File: src/rtl/divmmc_ctrl_if.sv
// divmmc_ctrl_if: synchronised Z80 bus toward the DivMMC control engine,
// plus the mapping terms it returns to the memory-select decoder.
//   a, d                            CPU address / write data
//   n_m1, n_mreq, n_iorq, n_wr,
//   n_rfsh                          Z80 strobes, active low
//   conmem, mapram, automap, bank   mapping outputs from the engine
interface divmmc_ctrl_if;
    logic [15:0] a;
    logic [7:0]  d;
    logic        n_m1;
    logic        n_mreq;
    logic        n_iorq;
    logic        n_wr;
    logic        n_rfsh;
    logic        conmem;
    logic        mapram;
    logic        automap;
    logic [3:0]  bank;

    modport master (
        output a, d, n_m1, n_mreq, n_iorq, n_wr, n_rfsh,
        input  conmem, mapram, automap, bank
    );

    modport slave (
        input  a, d, n_m1, n_mreq, n_iorq, n_wr, n_rfsh,
        output conmem, mapram, automap, bank
    );
endinterface

File: src/rtl/divmmc_ctrl.sv
// divmmc_ctrl: DivMMC control port and automap engine.
//   clk      system clock (bus already synchronised to it)
//   rst      asynchronous active-high reset
//   en       interface enable; low forces map outputs to 0 and automap to IDLE
//   trap_en  allows entry traps (ROM3 / 48K BASIC selected)
//   bus      slave side of divmmc_ctrl_if (CPU bus in, map terms out)
module divmmc_ctrl #(
    parameter logic [7:0] PORT_ADDR = 8'hE3
) (
    input  logic         clk,
    input  logic         rst,
    input  logic         en,
    input  logic         trap_en,
    divmmc_ctrl_if.slave bus
);
    typedef enum logic [1:0] {
        IDLE    = 2'd0,
        ARM_ON  = 2'd1,
        ON      = 2'd2,
        ARM_OFF = 2'd3
    } state_t;

    state_t      state;
    state_t      state_nxt;
    logic        fetch_q;
    logic        iowr_q;
    logic        m1_q;
    logic        conmem_q;
    logic        mapram_q;
    logic [3:0]  bank_q;

    logic        fetch;
    logic        fetch_start;
    logic        iowr;
    logic        iowr_start;
    logic        m1_end;
    logic        cls_delayed;
    logic        cls_instant;
    logic        cls_exit;
    logic        unused_d;

    // Bus cycle decode and edge detection
    assign fetch       = !bus.n_m1 && !bus.n_mreq && bus.n_rfsh;
    assign fetch_start = fetch && !fetch_q;
    assign iowr        = !bus.n_iorq && !bus.n_wr && bus.n_m1 && (bus.a[7:0] == PORT_ADDR);
    assign iowr_start  = iowr && !iowr_q;
    assign m1_end      = !m1_q && bus.n_m1;

    // Address classification of the current opcode fetch
    always_comb begin
        cls_delayed = 1'b0;
        case (bus.a)
            16'h0000, 16'h0008, 16'h0038,
            16'h0066, 16'h04C6, 16'h0562: cls_delayed = trap_en;
            default:                      cls_delayed = 1'b0;
        endcase
    end

    assign cls_instant = trap_en && (bus.a[15:8] == 8'h3D);
    assign cls_exit    = (bus.a[15:3] == 13'h03FF);

    // Bits 5:4 of the control port carry no function
    assign unused_d = ^bus.d[5:4];

    // Bus history registers
    always_ff @(posedge clk or posedge rst) begin
        if (rst) begin
            fetch_q <= 1'b0;
            iowr_q  <= 1'b0;
            m1_q    <= 1'b1;
        end else begin
            fetch_q <= fetch;
            iowr_q  <= iowr;
            m1_q    <= bus.n_m1;
        end
    end

    // Control port; mapram is set-only until reset
    always_ff @(posedge clk or posedge rst) begin
        if (rst) begin
            conmem_q <= 1'b0;
            mapram_q <= 1'b0;
            bank_q   <= 4'h0;
        end else if (en && iowr_start) begin
            conmem_q <= bus.d[7];
            mapram_q <= mapram_q | bus.d[6];
            bank_q   <= bus.d[3:0];
        end
    end

    // Automap state register
    always_ff @(posedge clk or posedge rst) begin
        if (rst) begin
            state <= IDLE;
        end else begin
            state <= state_nxt;
        end
    end

    // Automap next state; delayed entries and exits wait for the end of M1
    always_comb begin
        state_nxt = state;
        if (!en) begin
            state_nxt = IDLE;
        end else begin
            case (state)
                IDLE: begin
                    if (fetch_start && cls_instant) begin
                        state_nxt = ON;
                    end else if (fetch_start && cls_delayed) begin
                        state_nxt = ARM_ON;
                    end
                end
                ARM_ON: begin
                    if (m1_end) begin
                        state_nxt = ON;
                    end
                end
                ON: begin
                    if (fetch_start && cls_exit) begin
                        state_nxt = ARM_OFF;
                    end
                end
                ARM_OFF: begin
                    if (fetch_start && cls_instant) begin
                        state_nxt = ON;
                    end else if (m1_end) begin
                        state_nxt = IDLE;
                    end
                end
                default: state_nxt = IDLE;
            endcase
        end
    end

    // Map terms come from registers, masked only by the enable
    assign bus.conmem  = en && conmem_q;
    assign bus.mapram  = en && mapram_q;
    assign bus.automap = en && ((state == ON) || (state == ARM_OFF));
    assign bus.bank    = bank_q;
endmodule

File: src/flat_wrapper.sv
// flat-port wrapper written by rule: the top's interface ports become plain ports
module divmmc_ctrl_flat 
#(
    parameter logic [7:0] PORT_ADDR = 8'hE3
)
  (clk, rst, en, trap_en, bus_a, bus_d, bus_n_m1, bus_n_mreq, bus_n_iorq, bus_n_wr, bus_n_rfsh, bus_conmem, bus_mapram, bus_automap, bus_bank);
  divmmc_ctrl_if bus_i ();
  input  logic clk;
  input  logic rst;
  input  logic en;
  input  logic trap_en;
  input wire logic [$bits(bus_i.a)-1:0] bus_a;
  input wire logic [$bits(bus_i.d)-1:0] bus_d;
  input wire logic [$bits(bus_i.n_m1)-1:0] bus_n_m1;
  input wire logic [$bits(bus_i.n_mreq)-1:0] bus_n_mreq;
  input wire logic [$bits(bus_i.n_iorq)-1:0] bus_n_iorq;
  input wire logic [$bits(bus_i.n_wr)-1:0] bus_n_wr;
  input wire logic [$bits(bus_i.n_rfsh)-1:0] bus_n_rfsh;
  output wire logic [$bits(bus_i.conmem)-1:0] bus_conmem;
  output wire logic [$bits(bus_i.mapram)-1:0] bus_mapram;
  output wire logic [$bits(bus_i.automap)-1:0] bus_automap;
  output wire logic [$bits(bus_i.bank)-1:0] bus_bank;
  assign bus_i.a = bus_a;
  assign bus_i.d = bus_d;
  assign bus_i.n_m1 = bus_n_m1;
  assign bus_i.n_mreq = bus_n_mreq;
  assign bus_i.n_iorq = bus_n_iorq;
  assign bus_i.n_wr = bus_n_wr;
  assign bus_i.n_rfsh = bus_n_rfsh;
  assign bus_conmem = bus_i.conmem;
  assign bus_mapram = bus_i.mapram;
  assign bus_automap = bus_i.automap;
  assign bus_bank = bus_i.bank;
  divmmc_ctrl #(.PORT_ADDR(PORT_ADDR)) u_core (.clk(clk), .rst(rst), .en(en), .trap_en(trap_en), .bus(bus_i));
endmodule
File: config.mk
export PLATFORM = sky130hd
export DESIGN_NAME = divmmc_ctrl_flat
export DESIGN_NICKNAME = d
export VERILOG_FILES = /design/src/rtl/divmmc_ctrl_if.sv /design/src/rtl/divmmc_ctrl.sv /design/src/flat_wrapper.sv
export SDC_FILE = /design/constraint.sdc
export NUM_CORES = 1
export LEC_CHECK = 0
export BUFFER_PORTS_ARGS = -buffer_cell sky130_fd_sc_hd__clkbuf_2
export CORE_ASPECT_RATIO = 1.1
export CORE_UTILIZATION = 39
export CTS_CLUSTER_DIAMETER = 100
export DETAILED_ROUTE_END_ITERATION = 12
export GPL_TIMING_DRIVEN = 0
export PLACE_DENSITY = 0.74
export SLEW_MARGIN = 0
export SYNTH_ARGS = -nofsm -noshare
export SYNTH_HDL_FRONTEND = slang
export SYNTH_SLANG_ARGS = --single-unit
File: constraint.sdc
create_clock -name clk -period 2.1 [get_ports clk]
set_input_delay 0.315 -clock clk [delete_from_list [all_inputs] [get_ports clk]]
set_output_delay 0.315 -clock clk [all_outputs]
set_load 0.1 [all_outputs]
Yosys cells after proc, flatten, opt, wreduce, memory -nomap -nowiden
Cells that the tools add are included.
W data, S select, Z words.
{"block": "word_totals", "input_bits": 33, "register_bits": 11, "word_cells": 60, "out_inout_bits": 7}
{"block": "op_classes", "n_reduce_logical": 28, "bitwise": 1, "mux": 9, "eq_ne": 15}
{"operator": "$eq A16 B11 Y1 const B", "count": 2}
{"operator": "$eq A16 B4 Y1 const B", "count": 1}
{"operator": "$eq A16 B6 Y1 const B", "count": 1}
{"operator": "$eq A16 B7 Y1 const B", "count": 1}
{"operator": "$logic_and A1 B1 Y1", "count": 16}
{"operator": "$logic_not A16 Y1", "count": 1}
{"operator": "$mux W2", "count": 7}
{"operator": "$eq A13 B10 Y1 const B", "count": 1}
{"operator": "$eq A8 B6 Y1 const B", "count": 1}
{"operator": "$eq A8 B8 Y1 const B", "count": 1}
{"operator": "$ne A4 B2 Y1 const B", "count": 2}
{"operator": "$pmux W2 S4", "count": 1}
{"operator": "$logic_not A1 Y1", "count": 7}
{"operator": "$ne A3 B2 Y1 const B", "count": 2}
{"operator": "$reduce_or A6 Y1", "count": 1}
{"operator": "$eq A2 B2 Y1 const B", "count": 2}
{"operator": "$reduce_and A4 Y1", "count": 1}
{"operator": "$eq A2 B1 Y1 const B", "count": 1}
{"operator": "$logic_not A2 Y1", "count": 1}
{"operator": "$logic_or A1 B1 Y1", "count": 1}
{"operator": "$mux W1", "count": 1}
{"operator": "$or A1 B1 Y1", "count": 1}

Longest topological paths before layout
Gate-level depths: netlist of run 1.
{"block": "logic_depth", "ltp_word": 9, "depth_mapped": 5}

Worst setup path before layout of run 1
Ideal clock, no wire load.
{"block": "synth_path", "path_kind": "input-to-reg", "start": "input bus_a[4]", "end": "register u_core.bank_q[0], in the netlist u_core.bus.bank[0]", "arrival_time_ns": 1.433, "path_slack_ns": 0.542, "setup_time_ns": 0.126, "path_stages": 5, "required_ns": 1.974, "path_cell_list": "and4bb_1 > nand4_2 > nor4b_4 > nand3b_4 > mux2_2"}
{"block": "synth_between", "elab_chain_cells": 4}
{"element": "start: declaration", "line_no": "flat_wrapper.sv:12", "source": "input wire logic [$bits(bus_i.a)-1:0] bus_a;"}
{"element": "$eq A8 B8 Y1", "line_no": "divmmc_ctrl.sv:45", "source": "assign iowr = !bus.n_iorq && !bus.n_wr && bus.n_m1 && (bus.a[7:0] == PORT_ADDR);"}
{"element": "$logic_and A1 B1 Y1", "line_no": "divmmc_ctrl.sv:45"}
{"element": "via u_core.iowr", "line_no": "divmmc_ctrl.sv:34", "source": "logic iowr;"}
{"element": "$logic_and A1 B1 Y1", "line_no": "divmmc_ctrl.sv:46", "source": "assign iowr_start = iowr && !iowr_q;"}
{"element": "$logic_and A1 B1 Y1", "line_no": "divmmc_ctrl.sv:84", "source": "end else if (en && iowr_start) begin"}
{"element": "end signal: assignment", "line_no": "divmmc_ctrl.sv:87", "source": "bank_q <= bus.d[3:0];"}
{"element": "end: declaration", "line_no": "divmmc_ctrl.sv:30", "source": "logic [3:0] bank_q;"}
The timed path passes the listed nets, and every way through them passes these cells.
A chain may end at the register's enable or synchronous reset.

Worst setup path after layout of run 1
{"block": "layout_path", "start": "register u_core.fetch_q", "end": "register u_core.state[0]"}
{"block": "layout_between", "elab_chain_cells": 6, "word_cells_on_any_way": 13, "cone_classes": "3 x eq/ne; 4 x mux; 6 x reduce/logical"}
{"element": "start: declaration", "line_no": "divmmc_ctrl.sv:25", "source": "logic fetch_q;"}
{"element": "start signal: assignment", "line_no": "divmmc_ctrl.sv:72", "source": "fetch_q <= fetch;"}
{"element": "$logic_not A1 Y1 (*)", "line_no": "divmmc_ctrl.sv:44", "source": "assign fetch_start = fetch && !fetch_q;"}
{"element": "$logic_and A1 B1 Y1 (*)", "line_no": "divmmc_ctrl.sv:44"}
{"element": "$logic_and A1 B1 Y1", "line_no": "divmmc_ctrl.sv:108, divmmc_ctrl.sv:125"}
{"element": "$mux W2 (on tied branches)", "line_no": "divmmc_ctrl.sv:125, divmmc_ctrl.sv:108"}
{"element": "$pmux W2 S4", "line_no": "divmmc_ctrl.sv:106", "source": "case (state)"}
{"element": "$mux W2", "line_no": "divmmc_ctrl.sv:103", "source": "if (!en) begin"}
{"element": "end signal: assignment", "line_no": "divmmc_ctrl.sv:96", "source": "state <= state_nxt;"}
{"element": "end: declaration", "line_no": "divmmc_ctrl.sv:23", "source": "state_t state;"}
Every way passes the cells marked *; elsewhere a longest branch is shown, timed or not.

==> results of run 1 <==
[through the flow]
step                      area [um2]  power [mW]
after global routing             892       0.452
after CTS                        892       0.431
after detailed placement         865       0.287
after floorplan                  658       0.245
final                            892       0.424
after global placement           865       0.285
[layout make-up]
type	count	area (um2)
clock buffer	3	22.5
clock inverter	1	5.00
fill	151	684
inverter	4	15.0
multi-input combinational	47	367
sequential	11	277
tap	17	21.3
timing repair buffer	37	185
[logic make-up (layout without fill, tap and decap cells)]
kind of cell / after synthesis / count (layout)
flip-flops: 11 / 11
AND/OR/NAND/NOR: 31 / 31
multiplexers: 5 / 5
buffers and inverters: 4 / 45
AO/OA/AOI/OAI: 11 / 11
[worst min-delay path by stage]
stage	cells after the start	slack [ns]	to
floorplan	1	0.17	u_core.bus.bank[0]
global placement	2	0.30	u_core.bus.bank[1]
detailed placement	2	0.31	u_core.bus.bank[1]
CTS	2	0.02	u_core.state[0]
global route	2	0.03	u_core.conmem_q
finish	2	0.002	u_core.state[0]
[power groups by stage]
| stage | combinational [mW] | sequential, mW | clock (mW) |
|---|---|---|---|
| 3_5_place_dp | 0.0676 | 0.220 | 0 |
| 6_report | 0.0669 | 0.216 | 0.141 |
| 4_1_cts | 0.0676 | 0.216 | 0.148 |
| 5_1_grt | 0.0749 | 0.216 | 0.161 |
| 3_3_place_gp | 0.0651 | 0.220 | 0 |
| 2_1_floorplan | 0.0206 | 0.224 | 0 |
[placed cells by master (no fill, tap or decap), types with 2 or more instances in the layout]
cell and n:
nor4_1 3, nand3_1 2, clkbuf_4 3, nor3_1 2
o21ai_0 4, dfrtp_1 10, and2_1 3, inv_1 4
nand2_1 2, mux2_2 5, a31oi_1 2, clkbuf_2 37
nor2_1 5, nand4b_1 2
[routing by layer]
layer | part of all wire (%) | track usage (%)
met5 | 0 | 0
met4 | 0 | 2.58
met3 | 4.5 | 5.91
met2 | 48 | 26.6
met1 | 47 | 22.5
[flip-flops by register name, indices dropped and copies added (netlist names)]
register and cells:
u_core.bus.bank 4, u_core.conmem_q 1, u_core.m1_q 1, u_core.mapram_q 1, u_core.iowr_q 1, u_core.state 2
u_core.fetch_q 1
[critical path, cell delays in order, from the launching register on]
cell and delay, ns:
dfrtp_1 0.37, nor3_1 0.18, nand2_1 0.13, nor4_1 0.29, o32ai_1 0.13, a2111oi_1 0.40
[synthesized netlist by cell type (2+ instances only)]
library cell / n
nand2_1: 2
inv_1: 4
mux2_2: 5
nand3_1: 2
and2_1: 3
nor4_1: 3
nor3_1: 2
dfrtp_1: 10
a31oi_1: 2
o21ai_0: 4
nand4b_1: 2
nor2_1: 5
==> key figures, run 1 <==
Clocking
  • Clock Path Buffers: 2
  • Setup Buffers After CTS: 0
  • H-tree Lvls: 1
  • CTS buffer count: 3
  • CTS tree: built
  • Clock-pin slew on the worst setup and hold paths: 0.07 ns
  • CTS Root Cell: clkbuf_4
  • Post-CTS Resized: 0
  • Clock tree sinks: 11
  • # hold bufs at CTS: 0
  • Worst-Skew Late Latency: 0.27 ns

Route
  • DRT Pass-1 Iters: 4
  • DR vias/cell: 5.11
  • # DRC: 0
  • Vias after detailed routing: between 600 and 700
  • Routed wire per std cell: 11.1 um
  • 1st-iter DRT viols: 9
  • Post-route ant nets: 0
  • Final wirelength: 1330 um

Synth
  • Ys flop type: dfrtp_1
  • Simple-Gate Fraction of Synth Area: 36.3%
  • Mapped cell area: 658 um2
  • Register area share after synthesis: 42.0%
  • Top cell type by total area after synthesis: dfrtp_1
  • Net count after synthesis: 95
  • Count of cell types in the netlist: 30
  • Post-synthesis cell count: 62
  • Syn avg cell area: 10.6 um2
  • Complex-gate fraction of the synthesized area: between 10% and 20%
  • Largest family of logic cells by synthesized area: simple AND/OR/NAND/NOR gates
  • Share of synthesized registers carrying an async set or reset: between 90% and 100%
  • Post-Synth Adder-Cell Area: 0%
  • Proportion of synthesized area in mux cells: 8.56%
  • EDFF count, synth: 0
  • Number of synthesized register bits: 11
  • Synthesis Warnings: 0
  • Synth Area in XOR/XNOR: 0%
  • Leading post-synthesis cells by cell area: dfrtp_1 38%, mux2_2 8.6%, dfstp_2 4.0%
  • Top cell type's share of synthesized area: 38.0%

GRT
  • Initial antenna violation count: 0
  • Congestion Overflow GR: 0
  • Total global-route track usage: 16.8%
  • Pin count of the biggest net entering global routing: 12
  • First-pass GRT wire length: 2130 um
  • Vias in the first global route: 543

Timing
  • Final Hold Vio Count: 0
  • Achievable frequency: 616 MHz
  • Fin crit period: about 1.6 ns
  • Setup Viol. Count Final: 0
  • Final slew viol count: 0
  • Post-route setup slack: around 0.48 ns
  • Final period utilization: 77.3%
  • TNS Setup: 0 ns
  • Max Clock Skew: 0.00275 ns
  • Least-Margin Pin Slew: 0.543 ns
  • WHS: roughly 0.0021 ns
  • Worst slew margin: 63.9%
  • RSZ-0062 raised after global routing: no

Die
  • Row Count: 15
  • Die Span Y: between 40 and 50 um
  • Die area: 1860 um2
  • Die Wd: 41.2 um
  • Ports: 40
  • Initial core utilization: a little over two fifths
  • Core Box Area: 1580 um2

Setup path
  • CP startpoint kind: flip-flop
  • Internal reg-to-reg setup slack: between 0.4 and 0.5 ns
  • Worst setup path endpoint: u_core.state[0]
  • Crit path arrival time: around 1.8 ns
  • Launch point of the worst path: u_core.fetch_q
  • Worst r2r path cells: 5
  • CP endpoint kind: flip-flop
  • Worst EP required: 2.24 ns
  • Kind of critical path: reg -> reg
  • R2r endpoint: u_core.state[0]
  • Maximum fanout along the worst path: 4
  • Worst R2R Start: u_core.fetch_q

Layout
  • Post-layout util: a little under three fifths
  • Share of cells above drive strength 1: between 50% and 60%
  • Fin cells: 120
  • Nets: 137
  • Antenna fix cells: 0
  • Synthesis-to-finish area growth: 35.6%

Power
  • Pwr per Cell Area: 475 nW/um2
  • Sequential Power Share: 50.9%
  • Max VDD drop: between 0.0004 and 0.0005 V
  • Power share of the combinational group: 15.8%
  • Leakage: around 0.48 nW
  • Part of the power in the clock network: 33.3%
  • Psw: 0.107 mW
  • Switching share of total power: 25.3%
  • P_int: 0.316 mW

Placed design
  • HPWL after DPL: approximately 1100 um
  • Placed insts: between 100 and 150
  • Routability cong.: 0.817
  • DP Worst Slack: ~0.31 ns
  • Port Buffers: 37

Outcome
  • Run status: complete, no violations

Run
  • Max Cap Violations: 0

Worst hold path
  • Worst Hold Class: in -> async
(Power assumes the default switching activity.)
==> inputs of run 2 (changes only) <==
Clock period 2.1 ns to 1.7 ns, I/O delays scaled along.
==> run 2 against run 1 <==
Compared with the run above: maximum frequency grew 6.0%; combinational power is 27% higher; clock skew fell by 0.0011 ns.
==> key figures, run 2 (same netlist as run 1, synthesis figures left out) <==
Outcome
  • Run status: complete, no violations

Placed design
  • Placed insts: 116 (unchanged)
  • Routability cong.: 0.817 (unchanged)
  • Port Buffers: 37 (unchanged)
  • HPWL after DPL: 1100 um (unchanged)
  • Area after DPL: 865 um2 (unchanged)

Timing
  • Max Clock Skew: 0.00162 ns (-0.00112 ns)
  • Achievable frequency: 653 MHz (+6.0%)
  • Worst slew margin: 63.9% (about the same)
  • Setup Viol. Count Final: 0 (unchanged)
  • Final period utilization: 90.0% (+13 points)
  • Fin crit period: 1.53 ns (-0.0926 ns)
  • TNS Setup: 0 ns (unchanged)
  • Final Hold Vio Count: 0 (unchanged)
  • Final slew viol count: 0 (unchanged)
  • Least-Margin Pin Slew: 0.544 ns (+0.000345 ns)
  • RSZ-0062 raised after global routing: no

Route
  • Top sig layer: met3
  • DR vias/cell: 5.12 (+0.31%)
  • Post-route ant nets: 0 (unchanged)
  • DRT Pass-1 Iters: 4 (unchanged)
  • Vias after detailed routing: 620 (+1.1%)
  • 1st-iter DRT viols: 12 (+3)
  • Met1 Wirelength: 648 um (+2.9%)
  • Met2 wire len: 637 um (-0.16%)
  • Final wirelength: 1350 um (+1.7%)
  • Metal3 WL: 66 um (+10%)
  • # DRC: 0 (unchanged)
  • Routed wire per std cell: 11.2 um (+0.89%)

Die
  • Die Wd: 41.2 um (unchanged)
  • Initial core utilization: 41.7% (unchanged)
  • Die area: 1860 um2 (unchanged)
  • Core Box Area: 1580 um2 (unchanged)
  • Ports: 40 (unchanged)
  • Die Span Y: 45.1 um (unchanged)
  • Row Count: 15 (unchanged)

Clocking
  • Clock tree sinks: 11 (unchanged)
  • CTS tree: built
  • Clock-pin slew on the worst setup and hold paths: 0.07 ns (about the same)
  • Clock Path Buffers: 2 (unchanged)
  • CTS Root Cell: clkbuf_4
  • Worst-Skew Late Latency: 0.27 ns (about the same)
  • CTS buffer count: 3 (unchanged)
  • H-tree Lvls: 1 (unchanged)

GRT
  • Initial antenna violation count: 0 (unchanged)
  • Vias in the first global route: 548 (+0.92%)
  • Total global-route track usage: 17.0% (+0.20 points)
  • Pin count of the biggest net entering global routing: 12 (unchanged)
  • Congestion Overflow GR: 0 (unchanged)
  • First-pass GRT wire length: 2160 um (+1.3%)

Layout
  • Largest register FFs: 4 (unchanged)
  • Synthesis-to-finish area growth: 37.1%
  • Cell area after layout: 902 um2 (+1.1%)
  • Fin cells: 121 (+0.83%)
  • FILL cells: 148 (-2.0%)
  • Post-layout util: 57.2% (+0.63 points)
  • Commonest cells after routing, fill and taps aside: 37 x clkbuf_2, 10 x dfrtp_1, 5 x mux2_2, 5 x nor2_1
  • Most common cell after layout, fill and taps aside: clkbuf_2
  • Nets: 138 (+0.73%)
  • Antenna fix cells: 0 (unchanged)
  • Share of cells above drive strength 1: 51.0% (-0.49 points)

Power
  • Power share of the combinational group: 16.1% (+0.3 points)
  • Pwr per Cell Area: 584 nW/um2 (+23%)
  • Leakage: 0.480 nW (+0.88%)
  • P_int: 0.392 mW (+24%)
  • Switching share of total power: 25.5% (+0.15 points)
  • Sequential Power Share: 50.6% (-0.3 points)
  • Max VDD drop: 0.000529 V (+24%)
  • Psw: 0.134 mW (+25%)
  • Part of the power in the clock network: 33.2% (about the same)

Setup path
  • CP endpoint kind: flip-flop
  • Kind of critical path: reg -> reg
  • Worst r2r path cells: 5 (unchanged)
  • CP startpoint kind: flip-flop
  • Maximum fanout along the worst path: 4 (unchanged)
  • Crit path arrival time: 1.67 ns (-0.10 ns)
  • Worst EP required: 1.84 ns (-0.40 ns)

Run
  • Max Cap Violations: 0 (unchanged)

Worst hold path
  • Worst Hold Class: in -> reg
  • Hold Path Stages: 1
==> run 2: cell types whose count changed in the layout (fill, tap and decap cells not counted) <==
| cell | previous run | this run |
|---|---|---|
| dlygate4sd3_1 | 0 | 1 |
==> run 2: metrics by stage <==
step	hold WS [ns]	worst slack [ns]	power, mW
finish	0.118	0.169	0.526
global route	0.0996	0.0124	0.561
CTS	0.106	0.0682	0.535
detailed placement	0.250	-0.0320	0.355
global placement	0.237	0.000260	0.352
floorplan	0.107	0.202	0.303
==> run 2: final timing paths <==
path	startpoint	endpoint	slack (ns)
min reg2reg	u_core.mapram_q	u_core.mapram_q	0.47
max	u_core.fetch_q	u_core.state[0]	0.17
max in group asynchronous	rst	u_core.m1_q	0.87
min in group asynchronous	rst	u_core.state[0]	0.51
min	bus_n_m1	u_core.m1_q	0.12
max reg2reg	u_core.fetch_q	u_core.state[0]	0.17
==> run 2: power groups by stage <==
stage | logic [mW] | clock network [mW] | registers, mW
after detailed placement | 0.0835 | 0 | 0.272
final | 0.0848 | 0.175 | 0.267
after floorplan | 0.0255 | 0 | 0.277
after CTS | 0.0853 | 0.183 | 0.267
after global placement | 0.0804 | 0 | 0.272
after global routing | 0.0946 | 0.199 | 0.267
==> run 2: repair_timing <==
item	in CTS	in global routing
hold endpoints to repair	10	0
hold buffers	1	0
setup buffers	0	0
gates resized for setup	0	0
setup endpoints to repair	0	1
==> run 2: layer usage <==
layer | vias up | GRT usage, %
li1 | 325 | -
met3 | 0 | 5.91
met5 | - | 0
met1 | 274 | 23.1
met2 | 21 | 26.6
met4 | 0 | 2.58
==> run 2: worst max-delay path: stages (launching register included) <==
cell and delay [ns]:
dfrtp_1 0.37, nor3_1 0.18, nand2_1 0.14, nor4_1 0.24
o32ai_1 0.13, a2111oi_1 0.36
==> run 2: layout make-up <==
cell class | instances | area [um2] | share of cell area [%]
multi-input combinational | 47 | 367 | 40.6
sequential | 11 | 277 | 30.7
timing repair buffer | 38 | 195 | 21.6
clock buffer | 3 | 22.5 | 2.50
tap | 17 | 21.3 | 2.36
inverter | 4 | 15.0 | 1.66
clock inverter | 1 | 5.00 | 0.555
==> inputs of run 3 (changes only) <==
Clock period 1.7 ns to 1.8 ns, I/O delays scaled along.
==> run 3 against run 2 <==
Compared with the run above: critical endpoint unchanged; power down 5.5%; via count increased by 0.65%; final cell count unchanged; combinational power is 5.9% lower; largest cell class unchanged.
==> key figures, run 3 (same netlist as run 1, synthesis figures left out) <==
Timing
  • Final period utilization: 90.2% (+0.14 points)
  • Max Clock Skew: 0.000785 ns (-0.000837 ns)
  • RSZ-0062 raised after global routing: no
  • Achievable frequency: 616 MHz (-5.7%)
  • Post-route setup slack: 0.177 ns (+0.00743 ns)
  • Setup Viol. Count Final: 0 (unchanged)
  • Final slew viol count: 0 (unchanged)
  • Worst slew margin: 63.8% (-0.091 points)
  • TNS Setup: 0 ns (unchanged)
  • Final Hold Vio Count: 0 (unchanged)
  • Fin crit period: 1.62 ns (+0.0926 ns)
  • Least-Margin Pin Slew: 0.545 ns (+0.00137 ns)

Setup path
  • Worst R2R Start: u_core.fetch_q
  • Internal reg-to-reg setup slack: 0.18 ns (about the same)
  • Critical Path Max Stage Delay: 0.40 ns (+0.03 ns)
  • CP max-delay cell: a2111oi_1
  • Kind of critical path: reg -> reg
  • Launch point of the worst path: u_core.fetch_q
  • CP endpoint kind: flip-flop
  • Crit path arrival time: 1.77 ns (+0.10 ns)
  • Maximum fanout along the worst path: 4 (unchanged)
  • Critical path's top delay family: simple AND/OR/NAND/NOR gates
  • Worst EP required: 1.94 ns (+0.10 ns)
  • CP startpoint kind: flip-flop
  • Crit path buf inv count: 0 (unchanged)
  • Worst path cell trace: nor3_1, nand2_1, nor4_1, o32ai_1, a2111oi_1

Clocking
  • CTS buffer count: 3 (unchanged)
  • Clock Path Buffers: 2 (unchanged)
  • Post-CTS Resized: 0 (unchanged)
  • CTS tree: built
  • Clock tree sinks: 11 (unchanged)
  • Clock-pin slew on the worst setup and hold paths: 0.07 ns (about the same)
  • H-tree Lvls: 1 (unchanged)
  • Setup Buffers After CTS: 0 (unchanged)
  • Worst-Skew Late Latency: 0.27 ns (about the same)
  • CTS Root Cell: clkbuf_4

Die
  • Ports: 40 (unchanged)
  • Core Box Area: 1580 um2 (unchanged)
  • Die Wd: 41.2 um (unchanged)
  • Die area: 1860 um2 (unchanged)
  • Row Count: 15 (unchanged)
  • Die Span Y: 45.1 um (unchanged)
  • Initial core utilization: 41.7% (unchanged)

GRT
  • Busiest grt layer: met2
  • Initial antenna violation count: 0 (unchanged)
  • Total global-route track usage: 17.0% (unchanged)
  • First-pass GRT wire length: 2160 um (unchanged)
  • Congestion Overflow GR: 0 (unchanged)
  • Grt met1 use: 23.1% (unchanged)
  • Pin count of the biggest net entering global routing: 12 (unchanged)
  • Vias in the first global route: 548 (unchanged)
  • Grt met3 use: 5.91% (unchanged)
  • M2 GR Usage: 26.6% (unchanged)

Power
  • Max VDD drop: 0.000500 V (-5.4%)
  • Design Power: 0.498 mW (-5.5%)
  • Leakage: 0.480 nW (about the same)
  • Pwr per Cell Area: 552 nW/um2 (-5.5%)

Route
  • DR vias/cell: 5.16 (+0.65%)
  • # DRC: 0 (unchanged)
  • Routed wire per std cell: 11.1 um (-0.52%)
  • Final wirelength: 1350 um (-0.52%)
  • DRT Pass-1 Iters: 4 (unchanged)
  • Post-route ant nets: 0 (unchanged)
  • 1st-iter DRT viols: 9 (-3)
  • Vias after detailed routing: 624 (+0.65%)

Layout
  • Commonest cells after routing, fill and taps aside: 37 x clkbuf_2, 10 x dfrtp_1, 5 x mux2_2, 5 x nor2_1
  • Cell area after layout: 902 um2 (unchanged)
  • FILL cells: 148 (unchanged)
  • Reg area: 277 um2 (unchanged)
  • Share of cells above drive strength 1: 51.0% (unchanged)
  • Most common cell after layout, fill and taps aside: clkbuf_2
  • Largest register FFs: 4 (unchanged)
  • Area occupied by multi-input gates: 367 um2 (unchanged)
  • Nets: 138 (unchanged)
  • Antenna fix cells: 0 (unchanged)
  • Post-layout util: 57.2% (unchanged)
  • Synthesis-to-finish area growth: 37.1% (unchanged)

Run
  • Max Cap Violations: 0 (unchanged)

Placed design
  • Port Buffers: 37 (unchanged)
  • DP Worst Slack: 0.0530 ns (+0.0850 ns)
  • Area after DPL: 865 um2 (unchanged)
  • Routability cong.: 0.817 (unchanged)
  • HPWL after DPL: 1100 um (unchanged)

Outcome
  • Run status: complete, no violations

Worst hold path
  • Worst Min Path Start: bus_n_m1
  • Worst Hold Class: in -> reg
## run 3: final timing paths
kind,to,cells after the start
setup / recovery,u_core.state[0],5
hold / removal,u_core.m1_q,1
setup reg to reg,u_core.state[0],5
hold reg to reg,u_core.mapram_q,1
max in group asynchronous,u_core.m1_q,3
min in group asynchronous,u_core.state[0],3
## run 3: per-stage QoR
step | hold slack (ns) | std cells
2_1_floorplan | 0.122 | 62
3_3_place_gp | 0.252 | 116
3_5_place_dp | 0.265 | 116
4_1_cts | 0.121 | 121
5_1_grt | 0.115 | 121
6_report | 0.135 | 121
## run 3: cell type report
type,count,area share (%)
multi-input combinational,47,40.6
timing repair buffer,38,21.6
inverter,4,1.66
clock buffer,3,2.50
clock inverter,1,0.555
tap,17,2.36
sequential,11,30.7
## run 3: where the power goes
part | switching (mW) | internal [mW] | total, mW | leakage [nW]
logic | 0.0424 | 0.0375 | 0.0798 | 0.313
registers | 0.000916 | 0.251 | 0.252 | 0.150
clock network | 0.0839 | 0.0822 | 0.166 | 0.0177
total | 0.127 | 0.371 | 0.498 | 0.480
## run 3: repair_timing
item / CTS / global route
hold buffers: 1 / 0
setup endpoints to repair: 0 / 0
endpoints found under the hold margin: 10 / 0
## run 3: routing by layer
layer	part of all wire, %	vias up
li1	-	326
met1	48	280
met2	48	18
met3	4.5	0
met4	0	0
met5	0	-
